`config.mk`:
```
export PLATFORM = sky130hd
export DESIGN_NAME = mar_scan_unit_flat
export DESIGN_NICKNAME = d
export VERILOG_FILES = /design/src/rtl/mar_scan_unit_if.sv /design/src/rtl/mar_scan_unit.sv /design/src/flat_wrapper.sv
export SDC_FILE = /design/constraint.sdc
export NUM_CORES = 1
export LEC_CHECK = 0
export CAP_MARGIN = 20
export CORE_MARGIN = 2
export CORE_UTILIZATION = 30
export DETAILED_ROUTE_END_ITERATION = 8
export GPL_ROUTABILITY_DRIVEN = 0
export SYNTH_ARGS = -nofsm -noshare
export SYNTH_HDL_FRONTEND = slang
export SYNTH_SLANG_ARGS = --single-unit
```
`constraint.sdc`:
```
create_clock -name Clk -period 3.4 [get_ports Clk]
set_input_delay 0.51 -clock Clk [delete_from_list [all_inputs] [get_ports Clk]]
set_output_delay 0.51 -clock Clk [all_outputs]
set_load 0.05 [all_outputs]
```
`src/rtl/mar_scan_unit_if.sv`:
```
// Bus bundle for mar_scan_unit: address/scan commands in, address and scan status out.
// The master drives commands; the slave is the address unit itself.
interface mar_scan_unit_if #(
    parameter int ADDR_W = 16,
    parameter int DIM_W  = 10
);
    logic [ADDR_W-1:0] reg_input;
    logic              reg_load;
    logic              reg_inc;
    logic              reg_dec;
    logic              scan_start;
    logic [DIM_W-1:0]  img_width;
    logic [DIM_W-1:0]  img_height;
    logic [ADDR_W-1:0] img_pitch;
    logic              step_en;
    logic [ADDR_W-1:0] MAR_address;
    logic [ADDR_W-1:0] RAM_address;
    logic [DIM_W-1:0]  col;
    logic [DIM_W-1:0]  row;
    logic              scan_busy;
    logic              scan_done;
    logic              end_of_row;

    modport master (
        output reg_input, reg_load, reg_inc, reg_dec, scan_start,
               img_width, img_height, img_pitch, step_en,
        input  MAR_address, RAM_address, col, row, scan_busy, scan_done, end_of_row
    );

    modport slave (
        input  reg_input, reg_load, reg_inc, reg_dec, scan_start,
               img_width, img_height, img_pitch, step_en,
        output MAR_address, RAM_address, col, row, scan_busy, scan_done, end_of_row
    );
endinterface

```
`src/rtl/mar_scan_unit.sv`:
```
// Memory-address register with load/inc/dec and a 2-D raster-scan walker
// (width x height window, programmable row pitch, one pixel per step_en).
module mar_scan_unit #(
    parameter int ADDR_W = 16,
    parameter int DIM_W  = 10
) (
    input  logic            Clk,
    input  logic            Rst,
    mar_scan_unit_if.slave  bus
);
    localparam logic [ADDR_W-1:0] ADDR_ONE = {{(ADDR_W-1){1'b0}}, 1'b1};
    localparam logic [DIM_W-1:0]  DIM_ONE  = {{(DIM_W-1){1'b0}}, 1'b1};
    localparam logic [DIM_W-1:0]  DIM_ZERO = {DIM_W{1'b0}};

    typedef enum logic [0:0] {
        ST_IDLE = 1'b0,
        ST_SCAN = 1'b1
    } state_t;

    state_t            state_q, state_d;
    logic [ADDR_W-1:0] mar_q, mar_d;
    logic [ADDR_W-1:0] row_base_q, row_base_d;
    logic [ADDR_W-1:0] pitch_q, pitch_d;
    logic [DIM_W-1:0]  width_q, width_d;
    logic [DIM_W-1:0]  height_q, height_d;
    logic [DIM_W-1:0]  col_q, col_d;
    logic [DIM_W-1:0]  row_q, row_d;
    logic              done_q, done_d;

    logic do_load_s, do_start_s, do_step_s, do_inc_s, do_dec_s;
    logic start_empty_s, col_last_s, row_last_s;

    // Command decode with fixed priority: load > start > step > inc > dec.
    assign do_load_s     = bus.reg_load;
    assign do_start_s    = !bus.reg_load && bus.scan_start;
    assign do_step_s     = !bus.reg_load && !bus.scan_start && (state_q == ST_SCAN) && bus.step_en;
    assign do_inc_s      = !bus.reg_load && !bus.scan_start && (state_q == ST_IDLE) && bus.reg_inc;
    assign do_dec_s      = !bus.reg_load && !bus.scan_start && (state_q == ST_IDLE) && !bus.reg_inc
                           && bus.reg_dec;
    assign start_empty_s = (bus.img_width == DIM_ZERO) || (bus.img_height == DIM_ZERO);
    assign col_last_s    = (col_q == (width_q - DIM_ONE));
    assign row_last_s    = (row_q == (height_q - DIM_ONE));

    // State and datapath registers.
    always_ff @(posedge Clk or posedge Rst) begin
        if (Rst) begin
            state_q    <= ST_IDLE;
            mar_q      <= {ADDR_W{1'b0}};
            row_base_q <= {ADDR_W{1'b0}};
            pitch_q    <= {ADDR_W{1'b0}};
            width_q    <= DIM_ZERO;
            height_q   <= DIM_ZERO;
            col_q      <= DIM_ZERO;
            row_q      <= DIM_ZERO;
            done_q     <= 1'b0;
        end else begin
            state_q    <= state_d;
            mar_q      <= mar_d;
            row_base_q <= row_base_d;
            pitch_q    <= pitch_d;
            width_q    <= width_d;
            height_q   <= height_d;
            col_q      <= col_d;
            row_q      <= row_d;
            done_q     <= done_d;
        end
    end

    // Next-state logic.
    always_comb begin
        state_d = state_q;
        if (do_load_s) begin
            state_d = ST_IDLE;
        end else if (do_start_s) begin
            state_d = start_empty_s ? ST_IDLE : ST_SCAN;
        end else if (do_step_s && col_last_s && row_last_s) begin
            state_d = ST_IDLE;
        end else begin
            state_d = state_q;
        end
    end

    // Datapath next values; a zero-sized scan completes immediately.
    always_comb begin
        mar_d      = mar_q;
        row_base_d = row_base_q;
        pitch_d    = pitch_q;
        width_d    = width_q;
        height_d   = height_q;
        col_d      = col_q;
        row_d      = row_q;
        done_d     = 1'b0;
        if (do_load_s) begin
            mar_d = bus.reg_input;
        end else if (do_start_s) begin
            width_d    = bus.img_width;
            height_d   = bus.img_height;
            pitch_d    = bus.img_pitch;
            mar_d      = bus.reg_input;
            row_base_d = bus.reg_input;
            col_d      = DIM_ZERO;
            row_d      = DIM_ZERO;
            done_d     = start_empty_s;
        end else if (do_step_s) begin
            if (!col_last_s) begin
                col_d = col_q + DIM_ONE;
                mar_d = mar_q + ADDR_ONE;
            end else if (!row_last_s) begin
                col_d      = DIM_ZERO;
                row_d      = row_q + DIM_ONE;
                row_base_d = row_base_q + pitch_q;
                mar_d      = row_base_q + pitch_q;
            end else begin
                done_d = 1'b1;
            end
        end else if (do_inc_s) begin
            mar_d = mar_q + ADDR_ONE;
        end else if (do_dec_s) begin
            mar_d = mar_q - ADDR_ONE;
        end else begin
            mar_d = mar_q;
        end
    end

    assign bus.MAR_address = mar_q;
    assign bus.RAM_address = mar_q;
    assign bus.col         = col_q;
    assign bus.row         = row_q;
    assign bus.scan_busy   = (state_q == ST_SCAN);
    assign bus.scan_done   = done_q;
    assign bus.end_of_row  = (state_q == ST_SCAN) && col_last_s;
endmodule

```
`src/flat_wrapper.sv`:
```
// flat-port wrapper written by rule: the top's interface ports become plain ports
module mar_scan_unit_flat 
#(
    parameter int ADDR_W = 16,
    parameter int DIM_W  = 10
)
  (Clk, Rst, bus_reg_input, bus_reg_load, bus_reg_inc, bus_reg_dec, bus_scan_start, bus_img_width, bus_img_height, bus_img_pitch, bus_step_en, bus_MAR_address, bus_RAM_address, bus_col, bus_row, bus_scan_busy, bus_scan_done, bus_end_of_row);
  mar_scan_unit_if #(.ADDR_W(ADDR_W), .DIM_W(DIM_W)) bus_i ();
  input  logic Clk;
  input  logic Rst;
  input wire logic [$bits(bus_i.reg_input)-1:0] bus_reg_input;
  input wire logic [$bits(bus_i.reg_load)-1:0] bus_reg_load;
  input wire logic [$bits(bus_i.reg_inc)-1:0] bus_reg_inc;
  input wire logic [$bits(bus_i.reg_dec)-1:0] bus_reg_dec;
  input wire logic [$bits(bus_i.scan_start)-1:0] bus_scan_start;
  input wire logic [$bits(bus_i.img_width)-1:0] bus_img_width;
  input wire logic [$bits(bus_i.img_height)-1:0] bus_img_height;
  input wire logic [$bits(bus_i.img_pitch)-1:0] bus_img_pitch;
  input wire logic [$bits(bus_i.step_en)-1:0] bus_step_en;
  output wire logic [$bits(bus_i.MAR_address)-1:0] bus_MAR_address;
  output wire logic [$bits(bus_i.RAM_address)-1:0] bus_RAM_address;
  output wire logic [$bits(bus_i.col)-1:0] bus_col;
  output wire logic [$bits(bus_i.row)-1:0] bus_row;
  output wire logic [$bits(bus_i.scan_busy)-1:0] bus_scan_busy;
  output wire logic [$bits(bus_i.scan_done)-1:0] bus_scan_done;
  output wire logic [$bits(bus_i.end_of_row)-1:0] bus_end_of_row;
  assign bus_i.reg_input = bus_reg_input;
  assign bus_i.reg_load = bus_reg_load;
  assign bus_i.reg_inc = bus_reg_inc;
  assign bus_i.reg_dec = bus_reg_dec;
  assign bus_i.scan_start = bus_scan_start;
  assign bus_i.img_width = bus_img_width;
  assign bus_i.img_height = bus_img_height;
  assign bus_i.img_pitch = bus_img_pitch;
  assign bus_i.step_en = bus_step_en;
  assign bus_MAR_address = bus_i.MAR_address;
  assign bus_RAM_address = bus_i.RAM_address;
  assign bus_col = bus_i.col;
  assign bus_row = bus_i.row;
  assign bus_scan_busy = bus_i.scan_busy;
  assign bus_scan_done = bus_i.scan_done;
  assign bus_end_of_row = bus_i.end_of_row;
  mar_scan_unit #(.ADDR_W(ADDR_W), .DIM_W(DIM_W)) u_core (.Clk(Clk), .Rst(Rst), .bus(bus_i));
endmodule
```
==> impl_summary.log <==
INFO  metric design.core.area = 21600 um^2
INFO  metric global_route.usage.met3 = roughly 2.3%
INFO  metric worst_slew_pin_slew = 611 ps
INFO  metric core.rowCount = 54
INFO  metric cell_area_after_technology_mapping = ~6600 um^2
INFO  metric routed_wl = 18800 um
INFO  metric die_y = 152 um
INFO  metric grt_util_met2 = a little over a quarter
INFO  metric cts.htree.levels = 3
INFO  metric slew-limit-headroom = 58.7%
INFO  metric worst_setup_path_start_kind = flop
INFO  metric post_synthesis_sequential_area_ratio = 34.3%
INFO  metric period_needed = 3240 ps
INFO  metric cts-hold-fix-buffers = 0
INFO  metric synthArstFlopShare = 100%
INFO  metric syn-num-nets = 883
INFO  metric placedCellCount = 1160
INFO  metric antennaDiodeCount = 0
INFO  metric cts_tree = yes
INFO  metric grt_start_max_net_pins = 41
INFO  metric number_of_register_bits_inferred_by_synthesis = 90
INFO  metric run_status = completed
INFO  metric setup_ws = 162 ps
INFO  metric pwr-share-seq = 36.7%
INFO  metric power_switching_share = 36.9%
INFO  metric cts-buffers-inserted = 9
INFO  metric synth.area.top_cells = sky130_fd_sc_hd__dfrtp_1 (34%), sky130_fd_sc_hd__nand2_1 (9.1%), sky130_fd_sc_hd__xnor2_1 (4.3%)
INFO  metric instances_no_fill = 1176
INFO  metric first_global_vias = 5988
INFO  metric worst_clk_skew = around 7.5 ps
INFO  metric cts.repair.resized = 0
INFO  metric antenna_viol_nets_final = 0
INFO  metric drv_cap = 0
INFO  metric top_ff_cell_synth = sky130_fd_sc_hd__dfrtp_1
INFO  metric number_of_distinct_library_cells_after_synthesis = 76
INFO  metric finalSetupViolations = 0
INFO  metric p_sw = about 1.3 mW
INFO  metric die-width = 152 um
INFO  metric synth.avg_cell_area = 8.19 um^2
INFO  metric dp_slack = 270 ps
INFO  metric post_synthesis_to_final_layout_area_growth = 25.5%
INFO  metric clock_power_share = 29.0%
INFO  metric synth_enable_flop_cells = 0
INFO  metric top_level_ports = 114
INFO  metric critical_path.reg2reg.startpoint = u_core.height_q[0]
INFO  metric finalHoldViolations = 0
INFO  metric dr_total_vias = 6065
INFO  metric setup.worst_path.class = reg2out
INFO  metric vdd_ir_drop_max = 178 uV
INFO  metric worstHoldStart = u_core.pitch_q[6]
INFO  metric combPwrFrac = 34.3%
INFO  metric synth.top_cell.area_share = 34.3%
INFO  metric power.density = 439 nW/um^2
INFO  metric detailedRoute.firstIterationViolations = 434
INFO  metric final_util = approximately two fifths
INFO  metric post_synth_most_frequent_cells = sky130_fd_sc_hd__nand2_1 (160), sky130_fd_sc_hd__dfrtp_1 (90), sky130_fd_sc_hd__nor2_1 (71), sky130_fd_sc_hd__a21oi_1 (36), sky130_fd_sc_hd__xnor2_1 (32)
INFO  metric synth_most_common_cell = sky130_fd_sc_hd__nand2_1
INFO  metric route.detailed.drc = 0
INFO  metric setup_tns = 0 ps
INFO  metric timing.critical_path.to_type = output pin
INFO  metric firstDrtPassIters = 5
INFO  metric die_area = 23100 um^2
INFO  metric global_route.peak_usage_layer = met2
INFO  metric rsz0062_at_grt = no
INFO  metric buffer_type_at_the_clock_tree_root = sky130_fd_sc_hd__clkbuf_16
INFO  metric worst_setup_path_startpoint = u_core.width_q[0]
INFO  metric initial_utilization = 30.4%
INFO  metric cts.repair_timing.setup_buffer_count = 0
INFO  metric final_layout_size_suffix_gt1_share = just over 7%
INFO  metric io_buffers = 113
INFO  metric worstSkewPairLatency = 360 ps
INFO  metric period_share = 95.2%
INFO  metric timing.fmax = between 300 and 400 MHz
INFO  metric finalMaxSlewViolations = 0
INFO  metric worst_hold_path_type = reg2reg
INFO  metric worst-endpoint-required = 2890 ps
INFO  metric globalRouteMet1Util = 22.8%
INFO  metric cts_max_path_buffers = 2
INFO  metric routed_via_density = 5.16
INFO  metric clock_sink_count = 90
INFO  metric total_internal_power = 2.28 mW
INFO  metric final_net_count = between 900 and 1000
INFO  metric globalRoute.totalOverflow = 0
INFO  metric cellLeakagePower = 3.49 nW
INFO  metric number_of_antenna_violations_at_the_first_check_in_global_routing = 0
INFO  metric worst_ep_arrival_time = 2730 ps
INFO  metric hpwl_after_detailed_placement = ~14000 um
INFO  metric worstPathMaxFanout = 8
INFO  metric synth_top_cell_by_area = sky130_fd_sc_hd__dfrtp_1
INFO  metric ys_warn_count = 0
INFO  metric global_route.usage.total = approximately 17%
INFO  metric clkSlewWorstSetupHoldPaths = roughly 70 ps
INFO  metric grt_pass1_wl = 31500 um
INFO  metric routed_wire_length_per_instance = 16.0 um
INFO  metric syn_inst_count = 802
worst paths after layout:
check / cells past startpoint / slack [ps] / to
min in group asynchronous: 2 / 510 / u_core.bus.row[3]
min reg2reg: 2 / 480 / u_core.pitch_q[6]
max in group asynchronous: 3 / 2200 / u_core.bus.MAR_address[3]
max reg2reg: 9 / 230 / u_core.bus.col[9]
min: 2 / 480 / u_core.pitch_q[6]
max: 9 / 160 / bus_end_of_row
critical path, cell delays in order, from the launching register on:
cell	delay (ps)
sky130_fd_sc_hd__dfrtp_1	430
sky130_fd_sc_hd__inv_1	90
sky130_fd_sc_hd__ha_1	280
sky130_fd_sc_hd__o21ba_1	210
sky130_fd_sc_hd__a221oi_1	280
sky130_fd_sc_hd__a41oi_1	110
sky130_fd_sc_hd__a2111oi_4	360
sky130_fd_sc_hd__buf_4	240
sky130_fd_sc_hd__and3_2	230
sky130_fd_sc_hd__buf_12	140
sequential cells by signal, summed over array words and instances (netlist names):
name / cells
u_core.bus.MAR_address: 16
u_core.pitch_q: 16
u_core.row_base_q: 16
u_core.bus.col: 10
u_core.bus.row: 10
u_core.height_q: 10
u_core.width_q: 10
u_core.bus.scan_busy: 1
u_core.bus.scan_done: 1
layout by cell type (no fill, tap or decap), types with 8 or more instances in the layout:
master,count
sky130_fd_sc_hd__nand2_1,160
sky130_fd_sc_hd__o31ai_1,10
sky130_fd_sc_hd__nor3_1,17
sky130_fd_sc_hd__xnor2_1,32
sky130_fd_sc_hd__mux2i_1,19
sky130_fd_sc_hd__nor2b_1,11
sky130_fd_sc_hd__and3_1,14
sky130_fd_sc_hd__xor2_1,29
sky130_fd_sc_hd__nand2b_1,13
sky130_fd_sc_hd__a21o_1,9
sky130_fd_sc_hd__dfrtp_1,90
sky130_fd_sc_hd__o21ai_0,22
sky130_fd_sc_hd__nor2_1,71
sky130_fd_sc_hd__a31oi_1,10
sky130_fd_sc_hd__clkdlybuf4s50_1,112
sky130_fd_sc_hd__inv_1,14
sky130_fd_sc_hd__ha_1,21
sky130_fd_sc_hd__clkbuf_16,9
sky130_fd_sc_hd__buf_4,22
sky130_fd_sc_hd__a211oi_1,8
sky130_fd_sc_hd__a21oi_1,36
sky130_fd_sc_hd__nand4_1,11
sky130_fd_sc_hd__o21ai_1,13
sky130_fd_sc_hd__nand3_1,18
routing by layer:
metal,vias to the layer above,wire length [um]
met4,0,434
li1,3001,-
met5,-,0
met1,2883,8890
met3,27,670
met2,154,8850
power by group through the flow:
| stage | clock, mW | sequential, mW | combinational (mW) |
|---|---|---|---|
| after floorplan | 0 | 1.38 | 0.832 |
| after detailed placement | 0 | 1.34 | 1.24 |
| final | 1.05 | 1.33 | 1.24 |
| after global placement | 0 | 1.34 | 1.23 |
| after CTS | 1.07 | 1.33 | 1.24 |
| after global routing | 1.12 | 1.35 | 1.37 |
metrics by stage:
step	total power [mW]	area, um^2	hold slack [ps]
2_1_floorplan	2.21	6570	452
3_3_place_gp	2.57	7930	472
3_5_place_dp	2.58	7930	471
4_1_cts	3.64	8240	491
5_1_grt	3.84	8240	513
6_report	3.62	8240	484
area by class of cell:
| cell class | count | area [um^2] |
|---|---|---|
| tap | 280 | 350 |
| clock inverter | 5 | 61.3 |
| multi-input combinational | 638 | 3930 |
| sequential | 90 | 2250 |
| inverter | 15 | 57.6 |
| clock buffer | 11 | 243 |
| fill | 2190 | 13400 |
| timing repair buffer | 137 | 1350 |
logic make-up (layout without fill, tap and decap cells):
logic type | count (synthesis) | in the layout | share of synthesized area (%)
AND/OR/NAND/NOR | 365 | 365 | 26.3
XOR/XNOR | 61 | 61 | 8.14
flip-flops | 90 | 90 | 34.3
adder cells (fa/ha/maj) | 22 | 22 | 4.31
buffers and inverters | 74 | 168 | 6.00
multiplexers | 20 | 20 | 3.07
AO/OA/AOI/OAI | 170 | 170 | 17.9
Power figures use the tool's default switching activity.
